`src/rtl/bp_perf_pkg.sv`:
```
// Shared types and constants for the branch-prediction performance monitor.
// Optional feature macro: BP_PERF_STREAK_EN (adds the max-mispredict-streak word).
package bp_perf_pkg;

  // Dump FSM states
  typedef enum logic {
    BP_PERF_IDLE = 1'b0,
    BP_PERF_SEND = 1'b1
  } bp_perf_state_e;

  // Position of each counter in the dump stream
  typedef enum logic [2:0] {
    BP_PERF_W_CYC    = 3'd0,
    BP_PERF_W_INSN   = 3'd1,
    BP_PERF_W_BR     = 3'd2,
    BP_PERF_W_MISS   = 3'd3,
    BP_PERF_W_STREAK = 3'd4
  } bp_perf_word_e;

`ifdef BP_PERF_STREAK_EN
  localparam int unsigned BP_PERF_NUM_WORDS = 5;
`else
  localparam int unsigned BP_PERF_NUM_WORDS = 4;
`endif

  // Index of the word that carries dump_last_o
  localparam bp_perf_word_e BP_PERF_LAST_WORD =
    bp_perf_word_e'(3'(BP_PERF_NUM_WORDS - 1));

endpackage

```
`src/rtl/bp_sat_counter.sv`:
```
// Saturating up-counter with synchronous clear.
// value_o is the count as it will be after this edge (register input), so a
// snapshot taken on the same edge includes this cycle's event.
module bp_sat_counter #(
  parameter int unsigned WIDTH = 32
) (
  input  logic             clk_i,
  input  logic             rst_ni,
  input  logic             clr_i,
  input  logic             en_i,
  input  logic             inc_i,
  output logic [WIDTH-1:0] value_o
);

  logic [WIDTH-1:0] cnt_q;
  logic [WIDTH-1:0] cnt_d;

  // Clear wins over increment; increment stops at all-ones instead of wrapping
  always_comb begin
    cnt_d = cnt_q;
    if (clr_i) begin
      cnt_d = '0;
    end else if (en_i && inc_i && (cnt_q != '1)) begin
      cnt_d = cnt_q + WIDTH'(1);
    end
  end

  // Count register with synchronous active-low reset
  always_ff @(posedge clk_i) begin
    if (!rst_ni) begin
      cnt_q <= '0;
    end else begin
      cnt_q <= cnt_d;
    end
  end

  assign value_o = cnt_d;

endmodule

```
`src/rtl/bp_perf_monitor.sv`:
```
// Branch-prediction performance monitor: live saturating event counters plus a
// snapshot-and-stream dump over a valid/ready word interface.
// Optional feature macro: BP_PERF_STREAK_EN (longest run of consecutive
// mispredicted branches, sent as a fifth dump word).
module bp_perf_monitor
  import bp_perf_pkg::*;
#(
  parameter int unsigned CNT_WIDTH = 32
) (
  input  logic                 clk_i,
  input  logic                 rst_ni,
  input  logic                 en_i,
  input  logic                 clr_i,
  input  logic                 insn_vld_i,
  input  logic                 br_instr_i,
  input  logic                 br_miss_i,
  input  logic                 dump_start_i,
  input  logic                 dump_rdy_i,
  output logic                 dump_vld_o,
  output logic [CNT_WIDTH-1:0] dump_data_o,
  output logic                 dump_last_o,
  output logic                 busy_o
);

  bp_perf_state_e state_q, state_d;
  bp_perf_word_e  idx_q, idx_d;

  logic [CNT_WIDTH-1:0] cyc_d, insn_d, br_d, miss_d;
  logic [CNT_WIDTH-1:0] snapCyc_q, snapInsn_q, snapBr_q, snapMiss_q;
  logic                 snapLoad;

  assign snapLoad = (state_q == BP_PERF_IDLE) && dump_start_i;

  bp_sat_counter #(.WIDTH(CNT_WIDTH)) u_cyc (
    .clk_i   (clk_i),
    .rst_ni  (rst_ni),
    .clr_i   (clr_i),
    .en_i    (en_i),
    .inc_i   (1'b1),
    .value_o (cyc_d)
  );

  bp_sat_counter #(.WIDTH(CNT_WIDTH)) u_insn (
    .clk_i   (clk_i),
    .rst_ni  (rst_ni),
    .clr_i   (clr_i),
    .en_i    (en_i),
    .inc_i   (insn_vld_i),
    .value_o (insn_d)
  );

  bp_sat_counter #(.WIDTH(CNT_WIDTH)) u_br (
    .clk_i   (clk_i),
    .rst_ni  (rst_ni),
    .clr_i   (clr_i),
    .en_i    (en_i),
    .inc_i   (br_instr_i),
    .value_o (br_d)
  );

  bp_sat_counter #(.WIDTH(CNT_WIDTH)) u_miss (
    .clk_i   (clk_i),
    .rst_ni  (rst_ni),
    .clr_i   (clr_i),
    .en_i    (en_i),
    .inc_i   (br_instr_i & br_miss_i),
    .value_o (miss_d)
  );

`ifdef BP_PERF_STREAK_EN
  logic [CNT_WIDTH-1:0] streakCur_d;
  logic [CNT_WIDTH-1:0] streakMax_q, streakMax_d;
  logic [CNT_WIDTH-1:0] snapStreak_q;
  logic                 streakHit;

  // A correctly predicted branch breaks the current run of misses
  assign streakHit = en_i & br_instr_i & ~br_miss_i;

  bp_sat_counter #(.WIDTH(CNT_WIDTH)) u_streakCur (
    .clk_i   (clk_i),
    .rst_ni  (rst_ni),
    .clr_i   (clr_i | streakHit),
    .en_i    (en_i),
    .inc_i   (br_instr_i & br_miss_i),
    .value_o (streakCur_d)
  );

  // Track the longest run seen, comparing against the post-update run length
  always_comb begin
    streakMax_d = streakMax_q;
    if (clr_i) begin
      streakMax_d = '0;
    end else if (streakCur_d > streakMax_q) begin
      streakMax_d = streakCur_d;
    end
  end

  // Max-streak register and its snapshot copy
  always_ff @(posedge clk_i) begin
    if (!rst_ni) begin
      streakMax_q  <= '0;
      snapStreak_q <= '0;
    end else begin
      streakMax_q <= streakMax_d;
      if (snapLoad) begin
        snapStreak_q <= streakMax_d;
      end
    end
  end
`endif

  // Snapshot captures post-update counts so same-cycle events are included
  always_ff @(posedge clk_i) begin
    if (!rst_ni) begin
      snapCyc_q  <= '0;
      snapInsn_q <= '0;
      snapBr_q   <= '0;
      snapMiss_q <= '0;
    end else if (snapLoad) begin
      snapCyc_q  <= cyc_d;
      snapInsn_q <= insn_d;
      snapBr_q   <= br_d;
      snapMiss_q <= miss_d;
    end
  end

  // FSM state and word-index register
  always_ff @(posedge clk_i) begin
    if (!rst_ni) begin
      state_q <= BP_PERF_IDLE;
      idx_q   <= BP_PERF_W_CYC;
    end else begin
      state_q <= state_d;
      idx_q   <= idx_d;
    end
  end

  // Next state: a start in IDLE begins at word 0; each accepted word advances
  always_comb begin
    state_d = state_q;
    idx_d   = idx_q;
    case (state_q)
      BP_PERF_IDLE: begin
        if (dump_start_i) begin
          state_d = BP_PERF_SEND;
          idx_d   = BP_PERF_W_CYC;
        end
      end
      BP_PERF_SEND: begin
        if (dump_rdy_i) begin
          if (idx_q == BP_PERF_LAST_WORD) begin
            state_d = BP_PERF_IDLE;
          end else begin
            idx_d = bp_perf_word_e'(idx_q + 3'd1);
          end
        end
      end
      default: begin
        state_d = BP_PERF_IDLE;
      end
    endcase
  end

  // Outputs depend only on registered state, never on dump_rdy_i
  always_comb begin
    dump_vld_o  = 1'b0;
    busy_o      = 1'b0;
    dump_last_o = 1'b0;
    dump_data_o = '0;
    if (state_q == BP_PERF_SEND) begin
      dump_vld_o  = 1'b1;
      busy_o      = 1'b1;
      dump_last_o = (idx_q == BP_PERF_LAST_WORD);
      case (idx_q)
        BP_PERF_W_CYC:    dump_data_o = snapCyc_q;
        BP_PERF_W_INSN:   dump_data_o = snapInsn_q;
        BP_PERF_W_BR:     dump_data_o = snapBr_q;
        BP_PERF_W_MISS:   dump_data_o = snapMiss_q;
`ifdef BP_PERF_STREAK_EN
        BP_PERF_W_STREAK: dump_data_o = snapStreak_q;
`endif
        default:          dump_data_o = '0;
      endcase
    end
  end

endmodule

```
`config.mk`:
```
export PLATFORM = sky130hd
export DESIGN_NAME = bp_perf_monitor
export DESIGN_NICKNAME = d
export VERILOG_FILES = /design/src/rtl/bp_perf_pkg.sv /design/src/rtl/bp_sat_counter.sv /design/src/rtl/bp_perf_monitor.sv
export SDC_FILE = /design/constraint.sdc
export NUM_CORES = 1
export LEC_CHECK = 0
export ABC_AREA = 1
export CORE_ASPECT_RATIO = 0.5
export CORE_UTILIZATION = 40
export CTS_CLUSTER_DIAMETER = 100
export CTS_CLUSTER_SIZE = 8
export DETAILED_ROUTE_END_ITERATION = 7
export GPL_TIMING_DRIVEN = 0
export PLACE_DENSITY = 0.62
export SLEW_MARGIN = 10
export SYNTH_ARGS = -nofsm -noshare
export SYNTH_HDL_FRONTEND = slang
export SYNTH_SLANG_ARGS = --single-unit
```
`constraint.sdc`:
```
create_clock -name clk_i -period 4.8 [get_ports clk_i]
set_input_delay 0.48 -clock clk_i [delete_from_list [all_inputs] [get_ports clk_i]]
set_output_delay 0.48 -clock clk_i [all_outputs]
set_load 0.02 [all_outputs]
```
==> results.cfg, run 1 <==
[status]
run_status = finished clean

[floorplanning]
fp.dieW_um = 264
die_area_um2 = 35100
coreArea_um2 = 33400
fp-row-count = 47
start_util_pct = 41.1
dieHeight_um = 133
io_pins = 44

[routing]
firstDrtPassIters = 6
wl_met1_mm = 23.7
routedWlPerCell_um = 18.9
dr_wl_met3_mm = 4.17
drt_iter0_markers = 1361
via_count = 14100
antenna_left = 0
drc = 0
postRouteWirelength_mm = 49.0
wl_met2_mm = 20.1
top_layer = met4
drt-vias-per-instance = 5.44

[layout]
area_growth_pct = 14.6
stdcell_count = 2592
final_nets = 2168
antennaDiodeCount = 0
final_common_cell = nand2_1
layout-drive-gt1-share_pct = 7.30
layout_common_cells = 463 x nand2_1, 299 x nor2_1, 262 x nand3_1, 260 x dfxtp_1, 163 x inv_1

[global_route]
antenna_found_initial = 0
grt-ovfl-total = 0
grt_max_degree = 11
grt.total_usage_pct = 27.5
grt_pass1_wl_mm = 74.6
grt_pass1_vias = 12500

[cts]
htree_levels = 2
clk_pin_slew_ns = 0.05
cts_root_buf = clkbuf_16
cts_buffers = 38
cts.path.max_buffers = 3
cts_resized = 0
cts_tree = done
ctsHoldBuffers = 0
cts_setup_buffers = 0
insertion_delay_ns = 0.53
cts_sinks = 260

[worst_setup_path]
worst-endpoint-arrival_ns = 3.52
cp_max_fo = 10
cp-start-kind = register
cp_num_buf_inv = 5
crit_slowest_cell = clkdlybuf4s50_1
path_class = reg2out
endpoint_kind = primary output
crit_top_cell = clkbuf_1
cp_cell_sequence = clkinv_1 -> clkbuf_1 -> ha_1 -> clkbuf_1 -> clkbuf_1 -> nand2_1 -> a41oi_1 -> clkdlybuf4s50_1
critical-path-max-stage-delay_ns = 0.68
crit_family = buffers and inverters
cp.required_ns = 4.32

[timing]
setup_viol = 0
worst_pin_slew_ns = 0.939
slew_viol_final = 0
period_share_pct = 83.4
clock.fmax_mhz = 250
fin_ws_ns = 0.798
post-route-min-period_ns = 4.00
fin_tns_setup_ns = 0
slew_headroom_pct = 37.4
finClkSkew_ns = 0.0327
grt_setup_unrepaired = false
hold_viol_final = 0

[pwr]
p_clk_share_pct = 47.9
seq_power_share_pct = 45.3
p_sw_share_pct = 24.9
p_leak_nw = 5.71
power_density_nw_per_um2 = 323
power_switching_w = 0.00127
power.total_w = 0.00508
pwr-share-comb_pct = 6.8
ir_drop_mv = 0.221
p_int_w = 0.00382

[synthesis]
synthCells = 2067
synth_edf_count = 0
ys.flop_type = dfxtp_1
syn_area_per_cell_um2 = 6.64
ys_seq_area_share_pct = 37.9
syn_area_um2 = 13700
synthDistinctLibCells = 36
yosys_register_bits = 260
synth-async-reset-ratio_pct = 0
yosysWarnings = 0
syn_nets = 2085

[placed_design]
routabilityCongestion = 0.981
portBuffers = 43
dpl_worst_slack_ns = 1.40
hpwl_mm = 37.7
place_inst = 2551

[job]
max_cap_violations = 0

[worst_hold_path]
hold_class = reg2reg
==> cells by family (layout without fill, tap and decap cells) <==
logic type / Yosys count / in the layout / share of synthesized area (%)
compound gates: 329 / 329 / 13.6
xor+xnor: 11 / 11 / 0.702
fa+ha+maj: 9 / 9 / 0.821
buf+inv: 283 / 367 / 8.36
flops: 260 / 260 / 37.9
simple gates: 1175 / 1175 / 38.6
==> worst reg2reg max path, cell delays in order (launching register included) <==
cell and delay (ns):
dfxtp_1 0.45, ha_1 0.26, nand2_1 0.08, nor2_1 0.30
nand2_1 0.14, nor2_1 0.15, nand2_2 0.14, buf_2 0.24
nand3_1 0.10, nand2_1 0.05, nand3_1 0.19, a21oi_1 0.10
==> registers in the layout (all words and copies together) (netlist names) <==
name          cells
snapBr_q         32
snapCyc_q        32
snapInsn_q       32
snapMiss_q       32
u_br.cnt_q       32
u_cyc.cnt_q      32
u_insn.cnt_q     32
u_miss.cnt_q     32
idx_q             3
state_q           1
==> power by group through the flow <==
| stage | sequential [W] | clock, W | combinational [W] |
|---|---|---|---|
| after global routing | 0.00231 | 0.00255 | 0.000377 |
| after detailed placement | 0.00234 | 0 | 0.000338 |
| final | 0.00230 | 0.00243 | 0.000345 |
| after global placement | 0.00234 | 0 | 0.000336 |
| after CTS | 0.00230 | 0.00246 | 0.000340 |
| after floorplan | 0.00231 | 0 | 0.000215 |
==> final cells by class <==
type	count	area, µm²
plain buffers	110	497
inverters	173	651
well taps	441	552
fillers	3454	17700
flip-flops and latches	260	5200
clock buffers	39	976
multi-input cells	1524	7360
repair buffers	43	430
clock inverters	2	38.8
==> Yosys cell counts, drive strengths merged (25+ instances only) <==
cell type | count | area [µm²]
nor2 | 324 | 1310
inv | 170 | 638
buf | 25 | 178
nand4 | 47 | 294
a21oi | 135 | 706
nand2 | 474 | 1820
a21o | 25 | 188
a41oi | 32 | 280
nand3 | 297 | 1670
o21ai | 135 | 676
clkbuf | 85 | 319
dfxtp | 260 | 5200
==> per-stage QoR <==
| stage | area [µm²] | hold WS [ns] | util (%) |
|---|---|---|---|
| finish | 15700 | 0.476 | 47.0 |
| floorplan | 13700 | 0.444 | - |
| CTS | 15700 | 0.467 | 47.0 |
| detailed placement | 14700 | 0.460 | 44.0 |
| global route | 15700 | 0.475 | 47.0 |
| global placement | 14700 | 0.455 | 44.0 |
==> path summary, 6_finish.rpt <==
path | start | end | slack (ns) | cells past startpoint
worst max register to register | u_insn.cnt_q[0]$_SDFF_PN0_ | snapInsn_q[25]$_SDFFE_PN0P_ | 2.45 | 11
worst min-delay path | idx_q[2]$_SDFFE_PN0P_ | idx_q[2]$_SDFFE_PN0P_ | 0.48 | 2
worst max-delay path | idx_q[2]$_SDFFE_PN0P_ | dump_data_o[31] | 0.80 | 8
worst min register to register | idx_q[2]$_SDFFE_PN0P_ | idx_q[2]$_SDFFE_PN0P_ | 0.48 | 2
==> layer usage <==
metal | global-route usage, % | up-vias
met2 | 39.7 | 513
met1 | 41.1 | 6546
met4 | 6.98 | 0
met5 | 0 | -
li1 | - | 6977
met3 | 5.60 | 68
Note: power is estimated with default switching activity, not from simulation.
==> run 2: changes to the inputs <==
clock period = 4.06 ns   (was 4.8 ns; I/O delays follow)
==> results of run 2 <==
Same layout as run 1 (identical final DEF). Status: finished clean.
Among the figures that moved: setup slack after placement 1.40 ns -> 0.731 ns; setup slack after layout 0.798 ns -> 0.132 ns; register-to-register setup slack 2.45 ns -> 1.71 ns; total power 0.00508 W -> 0.00601 W; worst IR drop on VDD 0.221 mV -> 0.262 mV
